File: src/rtl/program_loader.sv
// Byte-stream instruction loader: assembles big-endian 24-bit words from a
// valid/ready byte link and writes them to instruction memory from address 0.
module program_loader #(
  parameter int ADDR_W     = 8,
  parameter int WORD_BYTES = 3
) (
  input  logic                    CLK,
  input  logic                    reset_n,
  input  logic                    start,
  input  logic                    abort,
  input  logic                    in_valid,
  input  logic [7:0]              in_data,
  output logic                    in_ready,
  output logic                    mem_we,
  output logic [ADDR_W-1:0]       mem_addr,
  output logic [8*WORD_BYTES-1:0] mem_wdata,
  output logic                    core_reset,
  output logic                    busy,
  output logic                    done
);

  localparam int WORD_W = 8 * WORD_BYTES;
  localparam int CNT_W  = ADDR_W + 1;
  localparam logic [CNT_W-1:0]  FULL_DEPTH = {1'b1, {ADDR_W{1'b0}}};
  localparam logic [CNT_W-1:0]  CNT_ONE    = CNT_W'(1);
  localparam logic [ADDR_W-1:0] ADDR_ONE   = ADDR_W'(1);

  typedef enum logic [2:0] {
    S_IDLE  = 3'd0,
    S_LEN   = 3'd1,
    S_B0    = 3'd2,
    S_B1    = 3'd3,
    S_B2    = 3'd4,
    S_WRITE = 3'd5,
    S_DONE  = 3'd6
  } state_e;

  state_e             state_q, state_d;
  logic [CNT_W-1:0]   remaining_q, remaining_d;
  logic [ADDR_W-1:0]  addr_q, addr_d;
  logic [WORD_W-1:0]  wdata_q, wdata_d;
  logic               in_ready_q, mem_we_q, busy_q, done_q, core_reset_q;
  logic               xfer;

  assign xfer = in_valid & in_ready_q;

  // Next-state, word assembly and address/length bookkeeping.
  always_comb begin
    state_d     = state_q;
    remaining_d = remaining_q;
    addr_d      = addr_q;
    wdata_d     = wdata_q;
    case (state_q)
      S_IDLE: begin
        if (start) state_d = S_LEN;
        else       state_d = S_IDLE;
      end
      S_LEN: begin
        if (abort) begin
          state_d = S_IDLE;
        end else if (xfer) begin
          // A zero length byte means a full-memory load.
          remaining_d = (in_data == 8'd0) ? FULL_DEPTH : CNT_W'(in_data);
          addr_d      = {ADDR_W{1'b0}};
          state_d     = S_B0;
        end else begin
          state_d = S_LEN;
        end
      end
      S_B0: begin
        if (abort) begin
          state_d = S_IDLE;
        end else if (xfer) begin
          wdata_d[WORD_W-1 -: 8] = in_data;
          state_d                = S_B1;
        end else begin
          state_d = S_B0;
        end
      end
      S_B1: begin
        if (abort) begin
          state_d = S_IDLE;
        end else if (xfer) begin
          wdata_d[WORD_W-9 -: 8] = in_data;
          state_d                = S_B2;
        end else begin
          state_d = S_B1;
        end
      end
      S_B2: begin
        if (abort) begin
          state_d = S_IDLE;
        end else if (xfer) begin
          wdata_d[7:0] = in_data;
          state_d      = S_WRITE;
        end else begin
          state_d = S_B2;
        end
      end
      S_WRITE: begin
        // The write in this cycle always lands, even if aborted.
        addr_d      = addr_q + ADDR_ONE;
        remaining_d = remaining_q - CNT_ONE;
        if (abort)                       state_d = S_IDLE;
        else if (remaining_q == CNT_ONE) state_d = S_DONE;
        else                             state_d = S_B0;
      end
      S_DONE: begin
        state_d = S_IDLE;
      end
      default: begin
        state_d = S_IDLE;
      end
    endcase
  end

  // State and datapath registers; outputs are decoded from the next state.
  always_ff @(posedge CLK or negedge reset_n) begin
    if (!reset_n) begin
      state_q      <= S_IDLE;
      remaining_q  <= {CNT_W{1'b0}};
      addr_q       <= {ADDR_W{1'b0}};
      wdata_q      <= {WORD_W{1'b0}};
      in_ready_q   <= 1'b0;
      mem_we_q     <= 1'b0;
      busy_q       <= 1'b0;
      done_q       <= 1'b0;
      core_reset_q <= 1'b1;
    end else begin
      state_q      <= state_d;
      remaining_q  <= remaining_d;
      addr_q       <= addr_d;
      wdata_q      <= wdata_d;
      in_ready_q   <= (state_d == S_LEN) || (state_d == S_B0) ||
                      (state_d == S_B1)  || (state_d == S_B2);
      mem_we_q     <= (state_d == S_WRITE);
      busy_q       <= (state_d != S_IDLE);
      done_q       <= (state_d == S_DONE);
      core_reset_q <= (state_d != S_IDLE);
    end
  end

  assign in_ready   = in_ready_q;
  assign mem_we     = mem_we_q;
  assign mem_addr   = addr_q;
  assign mem_wdata  = wdata_q;
  assign busy       = busy_q;
  assign done       = done_q;
  assign core_reset = core_reset_q;

endmodule
File: config.mk
export PLATFORM = sky130hd
export DESIGN_NAME = program_loader
export DESIGN_NICKNAME = d
export VERILOG_FILES = /design/src/rtl/program_loader.sv
export SDC_FILE = /design/constraint.sdc
export NUM_CORES = 1
export LEC_CHECK = 0
export BUFFER_PORTS_ARGS = -buffer_cell sky130_fd_sc_hd__buf_4
export CAP_MARGIN = 10
export CELL_PAD_IN_SITES_DETAIL_PLACEMENT = 1
export CELL_PAD_IN_SITES_GLOBAL_PLACEMENT = 2
export CORE_ASPECT_RATIO = 0.5
export CORE_MARGIN = 10
export CORE_UTILIZATION = 38
export DETAILED_ROUTE_END_ITERATION = 8
export GPL_ROUTABILITY_DRIVEN = 0
export GPL_TIMING_DRIVEN = 1
export PLACE_DENSITY_LB_ADDON = 0.05
export SYNTH_ARGS = -nofsm -noshare
export SYNTH_HDL_FRONTEND = slang
export SYNTH_SLANG_ARGS = --single-unit
File: constraint.sdc
create_clock -name CLK -period 3.45 [get_ports CLK]
set_input_delay 0.69 -clock CLK [delete_from_list [all_inputs] [get_ports CLK]]
set_output_delay 0.69 -clock CLK [all_outputs]
set_load 0.02 [all_outputs]
==> flow_summary_export.csv <==
group,metric,value,unit
clocking,clock_sinks,49,
run_status,status,"finished, final reports clean",
route,drt_wl_total,6090,um
final_layout,final_cell_mix,"50 x buf_4, 48 x dfrtp_1, 24 x mux2_2",
power_and_ir_drop,p_switching,0.912,mW
route,drt_iter0_drc,75,
sta,period_minus_slack,1.91,ns
clocking,hold_buffers,0,
synth,synth_seq_cells,49,
clocking,numCtsBuffers,5,
grt,antenna_found_initial,0,
route,ant_nets,0,
final_layout,syn2layout_area_growth,24.8,%
synth,netlist_area,2330,um^2
grt,grt_use_total,0.134,
floorplan,start_util,0.389,
power_and_ir_drop,p_clk_frac,0.199,
power_and_ir_drop,pwr_density_cell,814,nW/um^2
synth,synthesis.nets,215,
synth,avgSynthCellArea,11.7,um^2
route,detail_route.vias_per_cell,5.39,
grt,grt_pass1_vias,1953,
worst_setup_path,critical_path_class,"reg2reg",
final_layout,fin_cells,328,
synth,synthFlopType,"dfrtp_1",
synth,synth_top_area_frac,0.514,
power_and_ir_drop,leakagePower,1.36,nW
synth,synth_top_area_cell,"dfrtp_1",
final_layout,layout_commonest_cell,"buf_4",
clocking,clk_pin_slew,0.06,ns
floorplan,die-height,75.4,um
sta,hold_viol_final,0,
worst_setup_path,critPathCaptureType,"flip-flop",
power_and_ir_drop,p_sw_frac,0.384,
sta,tns,0,ns
worst_setup_path,startpoint_type,"flip-flop",
power_and_ir_drop,seq_power_share,0.427,
sta,setup_viol,0,
sta,max_freq,523,MHz
floorplan,row_count,20,
hold_path,hp-class,"in2async",
sta,finalMaxSlewViolations,0,
clocking,post_cts_buffers,0,
synth,yosys_warnings,0,
sta,max-slew-margin-rel,0.576,
sta,worst_pin_slew,0.636,ns
route,drtPass1Iterations,4,
final_layout,drive_gt1_frac,0.382,
final_layout,antenna_cells,0,
power_and_ir_drop,p_int,1.46,mW
worst_setup_path,r2r_slack,1.54,ns
synth,synth-edff-count,0,
synth,async_flop_share,1.00,
route,num_vias,1769,
sta,finalCritPeriodShare,0.554,
clocking,clock_tree.buffer_depth,2,
power_and_ir_drop,finalPower,2.37,mW
final_layout,nets,267,
synth,ys_types,50,
placed_design,dpl.hpwl,4620,um
run,maxCapViolations,0,
grt,grt_first_pass_wirelength,10200,um
synth,synth_area_leaders,"dfrtp_1 51%, mux2_2 12%, o21ai_0 2.8%, nor2_1 2.3%, a21oi_1 1.9%",
power_and_ir_drop,ir_drop,332,uV
synth,syn_inst,199,
sta,fin_skew,0.00574,ns
clocking,cts_root_buffer,"clkbuf_16",
sta,rsz0062_at_grt,"no",
floorplan,core_area,6010,um^2
worst_setup_path,crit_required,3.62,ns
sta,timing.hold.ws,0.417,ns
clocking,cts_tree,"yes",
synth,synth-seq-area-share,0.526,
grt,grt_max_degree,50,
clocking,h-tree-depth,2,
power_and_ir_drop,combPwrFrac,0.374,
worst_setup_path,cp.arrival,2.08,ns
final_layout,fillCellCount,657,
placed_design,port_buffers,49,
floorplan,die-area,9870,um^2
floorplan,chipWidth,131,um
placed_design,dpl.cell_count,321,
worst_setup_path,cp_max_fo,14,
clocking,worst_skew_pair.late_latency,0.29,ns
route,drc_errors,0,
route,wl_per_cell,18.6,um
floorplan,pin_count,50,
grt,grt_remaining_overflow,0,
clocking,cts_resized,0,
[stage by stage]
step	setup slack [ns]	instance area, um^2	util
floorplan	1.70	2330	-
global placement	1.38	2770	0.461
detailed placement	1.35	2770	0.461
CTS	1.53	2910	0.485
global route	1.42	2910	0.485
finish	1.54	2910	0.485
[synth_stat cells, drive strengths merged, types with 2 or more instances]
| cell type | count |
|---|---|
| xnor2 | 3 |
| nor2b | 3 |
| and3b | 2 |
| dfrtp | 48 |
| a31oi | 2 |
| mux2i | 2 |
| nand3 | 11 |
| and2 | 2 |
| ha | 3 |
| nand2 | 10 |
| nor2 | 15 |
| a22oi | 2 |
| mux2 | 24 |
| a21oi | 10 |
| o221a | 2 |
| buf | 5 |
| and3 | 2 |
| inv | 6 |
| nand3b | 2 |
| o21ai | 15 |
| nor4 | 3 |
| nand4 | 2 |
| nor3 | 5 |
| nand2b | 3 |
| o31ai | 4 |
[path summary, 6_finish.rpt]
kind	from	endpoint	cells after the start
min in group CLK	mem_wdata[20]	mem_wdata[20]	1
max in group asynchronous	reset_n	mem_wdata[18]	1
min	reset_n	in_ready	1
min reg2reg	mem_wdata[20]	mem_wdata[20]	1
max	state_q[2]	remaining_q[7]	4
max reg2reg	state_q[2]	remaining_q[7]	4
[critical path, cell delays in order (launching register included)]
cell and delay [ns]:
dfrtp_1 0.71, and3b_1 0.43, and3_1 0.28, o21ai_1 0.07
a221o_1 0.30
[registers in the layout, indices dropped and copies added, names as in the netlist]
register and cells:
mem_we 1, busy 1, mem_addr 8, core_reset 1, remaining_q 9, state_q 3, in_ready 1, done 1
mem_wdata 24
[cell type report]
cell class / count / area, um^2 / share of cell area
sequential: 49 / 1230 / 0.421
multi-input combinational: 139 / 1050 / 0.360
timing repair buffer: 50 / 375 / 0.129
clock buffer: 5 / 125 / 0.0430
tap: 77 / 96.3 / 0.0331
inverter: 6 / 22.5 / 0.00773
clock inverter: 2 / 16.3 / 0.00558
[cell families (layout without fill, tap and decap cells)]
family,after synthesis,count (layout),share of synthesized area
mux,26,26,0.124
simple gates,63,63,0.162
flops,49,49,0.526
fa+ha+maj,3,3,0.0161
buf+inv,11,63,0.0246
compound gates,44,44,0.136
xor+xnor,3,3,0.0113
[layer usage]
layer  GRT usage  vias to the layer above  routed length, um
li1            -                      831                  -
met1       0.171                      889               2840
met2       0.198                       42               2630
met3      0.0688                        7                574
met4      0.0294                        0                 50
met5           0                        -                  0
[power by group through the flow]
stage          Combinational (mW)  Sequential, mW  Clock (mW)
3_5_place_dp                0.901            1.02           0
3_3_place_gp                0.884            1.01           0
5_1_grt                     0.980            1.05       0.525
6_report                    0.887            1.01       0.473
2_1_floorplan               0.358            1.15           0
4_1_cts                     0.906            1.02       0.493
No activity file was read; power rests on OpenSTA's default activity.
